[src/rtl/axis_switch_pkg.sv]
// Shared definitions for the AXI-Stream switch mux/demux pair.
// State encodings and select-word validation live here so both directions agree.
package axis_switch_pkg;

    typedef enum logic [1:0] {
        ST_IDLE = 2'd0,
        ST_PASS = 2'd1,
        ST_DROP = 2'd2
    } state_e;

    // True when exactly one of the low n bits of v is set.
    function automatic logic onehot_ok(input logic [31:0] v, input int n);
        int ones;
        ones = 0;
        for (int i = 0; i < 32; i++) begin
            if (i < n && v[i]) ones++;
        end
        return (ones == 1);
    endfunction

endpackage

[src/rtl/axis_switch_demux_if.sv]
// Stream-side signals of the 1:NUM demux: one slave input stream and NUM master lanes.
interface axis_switch_demux_if #(
    parameter int NUM        = 2,
    parameter int DATA_WIDTH = 32
);
    logic                      s_axis_tvalid;
    logic                      s_axis_tready;
    logic [DATA_WIDTH-1:0]     s_axis_tdata;
    logic                      s_axis_tlast;
    logic [NUM-1:0]            m_axis_tvalid;
    logic [NUM-1:0]            m_axis_tready;
    logic [NUM*DATA_WIDTH-1:0] m_axis_tdata;
    logic [NUM-1:0]            m_axis_tlast;

    modport slave (
        input  s_axis_tvalid, s_axis_tdata, s_axis_tlast, m_axis_tready,
        output s_axis_tready, m_axis_tvalid, m_axis_tdata, m_axis_tlast
    );

    modport master (
        output s_axis_tvalid, s_axis_tdata, s_axis_tlast, m_axis_tready,
        input  s_axis_tready, m_axis_tvalid, m_axis_tdata, m_axis_tlast
    );
endinterface

[src/rtl/axis_skid_buffer.sv]
// Two-entry skid buffer (main + skid register) with a registered input ready.
// Keeps full throughput while letting the downstream ready path stay off the input ready.
module axis_skid_buffer #(
    parameter int W = 33
) (
    input  logic         clk,
    input  logic         rst_n,
    input  logic         in_valid,
    output logic         in_ready,
    input  logic [W-1:0] in_data,
    output logic         out_valid,
    input  logic         out_ready,
    output logic [W-1:0] out_data
);
    logic [W-1:0] main_q, main_d, skid_q, skid_d;
    logic         main_vld_q, main_vld_d, skid_vld_q, skid_vld_d;
    logic         rdy_q, rdy_d;
    logic         acc, pop;

    always_comb begin
        main_d     = main_q;
        skid_d     = skid_q;
        main_vld_d = main_vld_q;
        skid_vld_d = skid_vld_q;
        acc        = in_valid & rdy_q;
        pop        = main_vld_q & out_ready;
        // acc can only be true while the skid slot is empty
        if (skid_vld_q) begin
            if (pop) begin
                main_d     = skid_q;
                skid_vld_d = 1'b0;
            end
        end else if (acc) begin
            if (!main_vld_q || pop) begin
                main_d     = in_data;
                main_vld_d = 1'b1;
            end else begin
                skid_d     = in_data;
                skid_vld_d = 1'b1;
            end
        end else if (pop) begin
            main_vld_d = 1'b0;
        end
        rdy_d = !skid_vld_d;
    end

    always_ff @(posedge clk or negedge rst_n) begin
        if (!rst_n) begin
            main_q     <= '0;
            skid_q     <= '0;
            main_vld_q <= 1'b0;
            skid_vld_q <= 1'b0;
            rdy_q      <= 1'b0;
        end else begin
            main_q     <= main_d;
            skid_q     <= skid_d;
            main_vld_q <= main_vld_d;
            skid_vld_q <= skid_vld_d;
            rdy_q      <= rdy_d;
        end
    end

    assign in_ready  = rdy_q;
    assign out_valid = main_vld_q;
    assign out_data  = main_q;

endmodule

[src/rtl/axis_switch_demux.sv]
// 1:NUM AXI-Stream packet demux: steers whole packets to the one-hot selected lane,
// drops packets with an invalid select and counts them in a saturating counter.
module axis_switch_demux
    import axis_switch_pkg::*;
#(
    parameter int NUM        = 2,
    parameter int DATA_WIDTH = 32,
    parameter int CNT_WIDTH  = 16
) (
    input  logic                 s_axis_aclk,
    input  logic                 s_axis_aresetn,
    axis_switch_demux_if.slave   bus,
    input  logic [NUM-1:0]       position,
    output logic [CNT_WIDTH-1:0] drop_cnt
);
    // Each buffered beat carries its destination lane so a new packet can latch
    // a new select while the previous one is still draining.
    localparam int W = NUM + 1 + DATA_WIDTH;

    state_e                state_q, state_d;
    logic [NUM-1:0]        sel_q, sel_d;
    logic [CNT_WIDTH-1:0]  cnt_q, cnt_d;
    logic                  s_ready, accept, sel_ok, push, drop_last;
    logic                  buf_in_ready, buf_out_valid, buf_out_ready;
    logic [W-1:0]          buf_out_data;
    logic [NUM-1:0]        head_lane;
    logic                  head_last;
    logic [DATA_WIDTH-1:0] head_data;

    assign s_ready = buf_in_ready | (state_q == ST_DROP);
    assign accept  = bus.s_axis_tvalid & s_ready;
    assign sel_ok  = onehot_ok(32'(position), NUM);

    always_comb begin
        state_d   = state_q;
        sel_d     = sel_q;
        cnt_d     = cnt_q;
        push      = 1'b0;
        drop_last = 1'b0;
        case (state_q)
            ST_IDLE: if (accept) begin
                if (sel_ok) begin
                    sel_d = position;
                    push  = 1'b1;
                    if (!bus.s_axis_tlast) state_d = ST_PASS;
                end else if (bus.s_axis_tlast) begin
                    drop_last = 1'b1;
                end else begin
                    state_d = ST_DROP;
                end
            end
            ST_PASS: if (accept) begin
                push = 1'b1;
                if (bus.s_axis_tlast) state_d = ST_IDLE;
            end
            ST_DROP: if (accept && bus.s_axis_tlast) begin
                drop_last = 1'b1;
                state_d   = ST_IDLE;
            end
            default: state_d = ST_IDLE;
        endcase
        if (drop_last && cnt_q != '1) cnt_d = cnt_q + 1'b1;
    end

    always_ff @(posedge s_axis_aclk or negedge s_axis_aresetn) begin
        if (!s_axis_aresetn) begin
            state_q <= ST_IDLE;
            sel_q   <= '0;
            cnt_q   <= '0;
        end else begin
            state_q <= state_d;
            sel_q   <= sel_d;
            cnt_q   <= cnt_d;
        end
    end

    axis_skid_buffer #(.W(W)) u_skid (
        .clk       (s_axis_aclk),
        .rst_n     (s_axis_aresetn),
        .in_valid  (push),
        .in_ready  (buf_in_ready),
        .in_data   ({sel_d, bus.s_axis_tlast, bus.s_axis_tdata}),
        .out_valid (buf_out_valid),
        .out_ready (buf_out_ready),
        .out_data  (buf_out_data)
    );

    assign {head_lane, head_last, head_data} = buf_out_data;
    assign buf_out_ready = |(bus.m_axis_tready & head_lane);

    always_comb begin
        bus.m_axis_tvalid = '0;
        bus.m_axis_tlast  = '0;
        bus.m_axis_tdata  = '0;
        for (int k = 0; k < NUM; k++) begin
            if (buf_out_valid && head_lane[k]) begin
                bus.m_axis_tvalid[k]                           = 1'b1;
                bus.m_axis_tlast[k]                            = head_last;
                bus.m_axis_tdata[k*DATA_WIDTH +: DATA_WIDTH]   = head_data;
            end
        end
    end

    assign bus.s_axis_tready = s_ready;
    assign drop_cnt          = cnt_q;

endmodule

[src/flat_wrapper.sv]
// flat-port wrapper written by rule: the top's interface ports become plain ports
module axis_switch_demux_flat import axis_switch_pkg::*;
#(
    parameter int NUM        = 2,
    parameter int DATA_WIDTH = 32,
    parameter int CNT_WIDTH  = 16
)
  (s_axis_aclk, s_axis_aresetn, position, drop_cnt, bus_s_axis_tvalid, bus_s_axis_tdata, bus_s_axis_tlast, bus_m_axis_tready, bus_s_axis_tready, bus_m_axis_tvalid, bus_m_axis_tdata, bus_m_axis_tlast);
  axis_switch_demux_if #(.NUM(NUM), .DATA_WIDTH(DATA_WIDTH)) bus_i ();
  input  logic s_axis_aclk;
  input  logic s_axis_aresetn;
  input  logic [NUM-1:0] position;
  output logic [CNT_WIDTH-1:0] drop_cnt;
  input wire logic [$bits(bus_i.s_axis_tvalid)-1:0] bus_s_axis_tvalid;
  input wire logic [$bits(bus_i.s_axis_tdata)-1:0] bus_s_axis_tdata;
  input wire logic [$bits(bus_i.s_axis_tlast)-1:0] bus_s_axis_tlast;
  input wire logic [$bits(bus_i.m_axis_tready)-1:0] bus_m_axis_tready;
  output wire logic [$bits(bus_i.s_axis_tready)-1:0] bus_s_axis_tready;
  output wire logic [$bits(bus_i.m_axis_tvalid)-1:0] bus_m_axis_tvalid;
  output wire logic [$bits(bus_i.m_axis_tdata)-1:0] bus_m_axis_tdata;
  output wire logic [$bits(bus_i.m_axis_tlast)-1:0] bus_m_axis_tlast;
  assign bus_i.s_axis_tvalid = bus_s_axis_tvalid;
  assign bus_i.s_axis_tdata = bus_s_axis_tdata;
  assign bus_i.s_axis_tlast = bus_s_axis_tlast;
  assign bus_i.m_axis_tready = bus_m_axis_tready;
  assign bus_s_axis_tready = bus_i.s_axis_tready;
  assign bus_m_axis_tvalid = bus_i.m_axis_tvalid;
  assign bus_m_axis_tdata = bus_i.m_axis_tdata;
  assign bus_m_axis_tlast = bus_i.m_axis_tlast;
  axis_switch_demux #(.NUM(NUM), .DATA_WIDTH(DATA_WIDTH), .CNT_WIDTH(CNT_WIDTH)) u_core (.s_axis_aclk(s_axis_aclk), .s_axis_aresetn(s_axis_aresetn), .bus(bus_i), .position(position), .drop_cnt(drop_cnt));
endmodule
[config.mk]
export PLATFORM = sky130hd
export DESIGN_NAME = axis_switch_demux_flat
export DESIGN_NICKNAME = d
export VERILOG_FILES = /design/src/rtl/axis_switch_pkg.sv /design/src/rtl/axis_switch_demux_if.sv /design/src/rtl/axis_skid_buffer.sv /design/src/rtl/axis_switch_demux.sv /design/src/flat_wrapper.sv
export SDC_FILE = /design/constraint.sdc
export NUM_CORES = 1
export LEC_CHECK = 0
export BUFFER_PORTS_ARGS = -buffer_cell sky130_fd_sc_hd__buf_4
export CELL_PAD_IN_SITES_DETAIL_PLACEMENT = 0
export CELL_PAD_IN_SITES_GLOBAL_PLACEMENT = 1
export CORE_MARGIN = 1
export CORE_UTILIZATION = 40
export CTS_CLUSTER_DIAMETER = 50
export DETAILED_ROUTE_END_ITERATION = 6
export PLACE_DENSITY_LB_ADDON = 0.1
export SYNTH_ARGS = -nofsm -noshare
export SYNTH_HDL_FRONTEND = slang
export SYNTH_SLANG_ARGS = --single-unit
[constraint.sdc]
create_clock -name s_axis_aclk -period 5.3 [get_ports s_axis_aclk]
set_input_delay 0.265 -clock s_axis_aclk [delete_from_list [all_inputs] [get_ports s_axis_aclk]]
set_output_delay 0.265 -clock s_axis_aclk [all_outputs]
set_load 0.005 [all_outputs]
* Yosys cells after proc, flatten, opt, wreduce, memory -nomap -nowiden *
Cells that the tools add are included.

storage, ports and cells
  bits in registers = 93
  bits of input ports = 40
  output and inout port bits = 85
  word-level logic and storage cells = 83

cells by class
  add/subtract/negate cells = 2
  equal/unequal tests = 11
  mux-type cells = 39
  bitwise operators = 7
  reduce and logical (&&, ||, !) cells = 16

operators with widths
  operator                                                           count
  35-bit two-way mux                                                 4
  32-bit two-way mux                                                 3
  32-bit by 2-bit adder with 32-bit output (second input constant)   1
  32-bit by 2-bit == test with 1-bit output (second input constant)  1
  2-bit two-way mux                                                  10
  1-bit two-way mux                                                  19
  16-bit by 1-bit adder with 16-bit output (second input constant)   1
  16-bit != test (second input constant)                             1
  3-bit AND reduction                                                3
  2-bit by 1-bit != test with 1-bit output (second input constant)   4
  2-bit != test (second input constant)                              3
  2-bit one-hot mux with 3 select lines                              1
  2-bit nonzero test                                                 3
  5-bit AND reduction                                                1
  1-bit logical AND                                                  4
  1-bit one-hot mux with 2 select lines                              2
  1-bit AND                                                          3
  2-bit AND                                                          1
  2-bit by 1-bit == test with 1-bit output (second input constant)   1
  2-bit == test (second input constant)                              1
  1-bit zero test                                                    2
  2-bit zero test                                                    1
  1-bit inverter                                                     2
  2-bit OR reduction                                                 1
  other kinds (2)                                                    2

* Depth between registers and ports, before layout *
  depth after elaboration = 11
  gate-level depth with buffers = 6
  mapped depth without buffers = 5

* By module *
From an unflattened synthesis, not the netlist that was laid out.

unflattened totals
  cell total of the unflattened synthesis = 380
  area total of the unflattened synthesis = 4,813.4 µm²

modules (own cells, without submodules)
  module             instances  cells each  area each (µm²)  sequential area each (µm²)
  axis_skid_buffer   1          199         3,280.6          1,826.8
  axis_switch_demux  1          181         1,532.7          500.5

* Least setup slack after synthesis *
No wires, ideal clock.

  path kind = reg2reg
  from = register u_core.u_skid.main_vld_q, in the netlist u_core.u_skid.out_valid
  to = register u_core.u_skid.skid_q[10]
  setup time = 125 ps
  data arrival time = 1,613 ps
  data required time = 5,175 ps
  path slack = 3,562 ps
  cell stages (with the launch flop) = 6
  path buffers = 2
  clock period less this slack = 1,738 ps
  cells stage by stage = dfrtp_1 > clkbuf_1 > nand3_1 > nor3_4 > buf_6 > mux2_2

between the ends
  cells in the longest elaborated chain, start to end = 4
  elaborated cells between the ends (all ways) = 5
  those cells by class = bitwise (2); reduce/logical (3)

RTL lines
  element                                       line                                            source
  from (decl)                                   axis_skid_buffer.sv:16                          logic main_vld_q, main_vld_d, skid_vld_q, skid_vld_d;
  from (signal assigned)                        axis_skid_buffer.sv:57                          main_vld_q <= main_vld_d;
  1-bit AND or 1-bit zero test (tied branches)  axis_skid_buffer.sv:26, axis_skid_buffer.sv:34
  1-bit logical OR (*)                          axis_skid_buffer.sv:34                          if (!main_vld_q || pop) begin
  1-bit inverter (no line) (*)                  n/a
  3-bit AND reduction (no line) (*)             n/a
  to (signal assigned)                          axis_skid_buffer.sv:56                          skid_q <= skid_d;
  to (decl)                                     axis_skid_buffer.sv:15                          logic [W-1:0] main_q, main_d, skid_q, skid_d;

Mark *: on every way between the ends. The rest lies on a longest branch, timed or not.
A chain may end at the register's enable or synchronous reset.

* Worst setup path in the final report *
  from = register u_core.u_skid.main_q[33], in the netlist u_core.u_skid.out_data[33]
  to = register u_core.u_skid.main_q[11], in the netlist u_core.u_skid.out_data[11]

between the ends
  cells in the longest elaborated chain, start to end = 6
  elaborated cells between the ends (all ways) = 7
  those cells by class = eq/ne (1); bitwise (2); reduce/logical (4)

RTL lines
  element                            line                     source
  from (decl)                        axis_skid_buffer.sv:15
  from (signal assigned)             axis_skid_buffer.sv:55   main_q <= main_d;
  2-bit AND (*)                      axis_switch_demux.sv:89  assign buf_out_ready = |(bus.m_axis_tready & head_lane);
  2-bit OR reduction (*)             axis_switch_demux.sv:89
  1-bit AND (*)                      axis_skid_buffer.sv:26   pop = main_vld_q & out_ready;
  1-bit logical OR                   axis_skid_buffer.sv:34
  2-bit nonzero test (no line)       n/a
  3-bit AND reduction (no line) (*)  n/a

Marked as above.

==> impl_metrics.toml <==
[power_and_ir_drop]
switchingPower_mw = 0.908
power.density_nw_per_um2 = 481
p_int_mw = 1.99
max-vdd-ir-drop_mv = 0.196
switching_share_pct = 31.4
clkPwrFrac_pct = 21.9
combPwrFrac_pct = 31.2
seq_power_share_pct = 46.8
p_leak_nw = 3.02

[final_layout]
multi_input_area_sq_um = 2250
fin_nets = 543
seq_area_sq_um = 2330
finish.utilization_pct = 52.5
nFillCells = 1039
stdcell_count = 649
drive_gt1_share_pct = 49.6
antennaDiodeCount = 0
area_growth_pct = 27.0

[synthesis]
yosysWarnings = 0
synth-edff-count = 0
synth-simple-area-share_pct = 16.2
synth_compound_area_share_pct = 3.30
syn-num-nets = 432
synth.avg_cell_area_sq_um = 12.1
ys_seq_area_share_pct = 49.1
ys.flop_type = "dfrtp_1"
syn_inst = 391
syn_area_sq_um = 4740
synthArstFlopShare_pct = 100
synth-adder-area-share_pct = 0.264
synth_xor_area_share_pct = 2.75
synth_cell_types = 39
synth_top_family_by_area = "multiplexers"
ys_seq_elements = 93
synth_mux_area_share_pct = 25.0

[drt]
wl_mm = 10.6
route.detailed.drc = 0
num_vias = 3457
drtPass1Iterations = 4
drtIter0Drc = 80
drtAntennaViolNets = 0
viasPerCell = 5.33
wire_per_inst_microns = 16.3

[global_routing]
grt_max_degree = 74
antenna_found_initial = 0
grt_usage_pct = 17.9
grt_pass1_wl_mm = 17.5
grt_pass1_vias = 3437
gr-total-overflow = 0

[clock_tree]
numCtsBuffers = 9
insertion_delay_ps = 340
clockBufferDepth = 2
htree_num_levels = 3
numClockSinks = 93
cts_tree = "built"
clkTransAtPathRegs_ps = 60
clock-root-buffer = "clkbuf_16"
cts_resized = 0

[floorplan]
dieArea_sq_um = 12300
die-height_microns = 111
fp.dieW_microns = 111
core_sq_um = 11500
boundaryPins = 125
fp-row-count = 39
initial_core_util_pct = 41.3

[timing]
fin_crit_sh_pct = 49.0
final-max-slew-violation-count = 0
fmaxAchievable_mhz = 385
finClkSkew_ps = 6.31
min_period_ps = 2590
whs_ps = 154
worst_pin_slew_ps = 1050
setup_viol = 0
hold_viol = 0
finalSetupTns_ps = 0
slew-limit-headroom_pct = 29.7
rsz0062_at_grt = "false"

[setup_path]
reg2regPathDepth = 5
crit_type = "reg2reg"
end_kind = "register"
start_kind = "register"
crit_fanout = 36
arrival_ps = 2820
worst_ep_required_time_ps = 5520

[placed_design]
io_buffers = 124
dp.cells = 633
dp_hpwl_mm = 6.98
gp_congestion = 0.710

[run]
drv_cap = 0

[status]
outcome = "finished, final reports clean"

[hold_path]
hold_class = "in2reg"
min_path_cells = 2
## per-layer routing
layer	track usage (%)	wire, microns
met2	28.4	4890
met1	23.8	4970
met5	0	0
met3	4.59	566
met4	6.04	173
## state kept, by name (all words and copies together) (netlist names)
signal,cells
u_core.u_skid.skid_q,35
u_core.sel_q,2
u_core.state_q,2
u_core.u_skid.skid_vld_q,1
u_core.drop_cnt,16
u_core.u_skid.out_valid,1
u_core.u_skid.in_ready,1
u_core.u_skid.out_data,35
## cells by family (layout without fill, tap and decap cells)
logic type / count (synthesis) / after routing
buf+inv: 31 / 146
xor+xnor: 14 / 14
mux: 105 / 105
fa+ha+maj: 1 / 1
simple gates: 128 / 128
flops: 93 / 93
compound gates: 19 / 19
## Yosys cell counts, types with 2 or more instances
| cell type | count | area, sq um |
|---|---|---|
| mux2_2 | 104 | 1170 |
| dfrtp_1 | 93 | 2330 |
| and3_1 | 69 | 432 |
| clkbuf_1 | 20 | 75.1 |
| nand2_1 | 13 | 48.8 |
| xor2_1 | 13 | 114 |
| nor3_1 | 10 | 50.1 |
| nand3_1 | 9 | 45.0 |
| nor4_1 | 7 | 43.8 |
| buf_6 | 6 | 67.6 |
| nand4_1 | 4 | 25.0 |
| nor2_1 | 4 | 15.0 |
| o21ai_0 | 4 | 20.0 |
| inv_1 | 3 | 11.3 |
| a21o_1 | 2 | 15.0 |
| a21oi_1 | 2 | 10.0 |
| and2_1 | 2 | 12.5 |
| and4_1 | 2 | 17.5 |
| buf_2 | 2 | 10.0 |
| nor3b_1 | 2 | 15.0 |
| o22a_1 | 2 | 17.5 |
## layout by cell type (no fill, tap or decap), types with 2 or more instances in the layout
cell type	n
buf_4	127
mux2_2	104
dfrtp_1	91
and3_1	69
nand2_1	13
xor2_1	13
nor3_1	10
nand3_1	9
clkbuf_16	9
nor4_1	7
nor2_1	4
nand4_1	4
o21ai_0	4
inv_1	3
clkbuf_1	3
nor3b_1	2
a21oi_1	2
and2_1	2
a21o_1	2
o22a_1	2
and4_1	2
dfrtp_2	2
## power groups by stage
stage | Sequential (mW) | Clock (mW) | Combinational [mW]
4_1_cts | 1.36 | 0.649 | 0.920
6_report | 1.36 | 0.634 | 0.904
3_5_place_dp | 1.37 | 0 | 0.916
3_3_place_gp | 1.35 | 0 | 0.894
5_1_grt | 1.41 | 0.684 | 0.988
2_1_floorplan | 1.16 | 0 | 0.802
## final timing paths
kind | startpoint | end | slack, ps
max reg2reg | u_core.u_skid.out_data[33] | u_core.u_skid.out_data[11] | 2710
max | u_core.u_skid.out_data[33] | u_core.u_skid.out_data[11] | 2710
max in group asynchronous | s_axis_aresetn | u_core.u_skid.out_valid | 3720
min in group asynchronous | s_axis_aresetn | u_core.u_skid.skid_q[33] | 470
min reg2reg | u_core.u_skid.skid_q[5] | u_core.u_skid.skid_q[5] | 490
min | bus_s_axis_tdata[5] | u_core.u_skid.skid_q[5] | 150
## worst max-delay path: stages (launching register included)
cell and delay [ps]:
dfrtp_1 1040, nand2_1 160, and3_1 290, a21oi_4 120
buf_4 450, mux2_2 400
## area by class of cell
class | count | share of cell area [%]
Inverter | 3 | 0.187
Timing Repair Buffer | 128 | 16.0
Clock inverter | 2 | 0.582
Sequential cell | 93 | 38.7
Multi-Input combinational cell | 267 | 37.4
Tap cell | 143 | 2.97
Clock buffer | 13 | 4.16
## what timing repair did
item	CTS	global route
buffers inserted	0	0
hold buffers	1	0
hold endpoints to repair	43	0
## metrics by stage
stage	power [mW]	setup WS, ps	area (sq um)
finish	2.89	2710	6020
CTS	2.93	2620	6020
detailed placement	2.28	2640	5720
global placement	2.24	2740	5720
global route	3.09	2460	6020
floorplan	1.96	3560	4740
No activity file was read; power rests on OpenSTA's default activity.
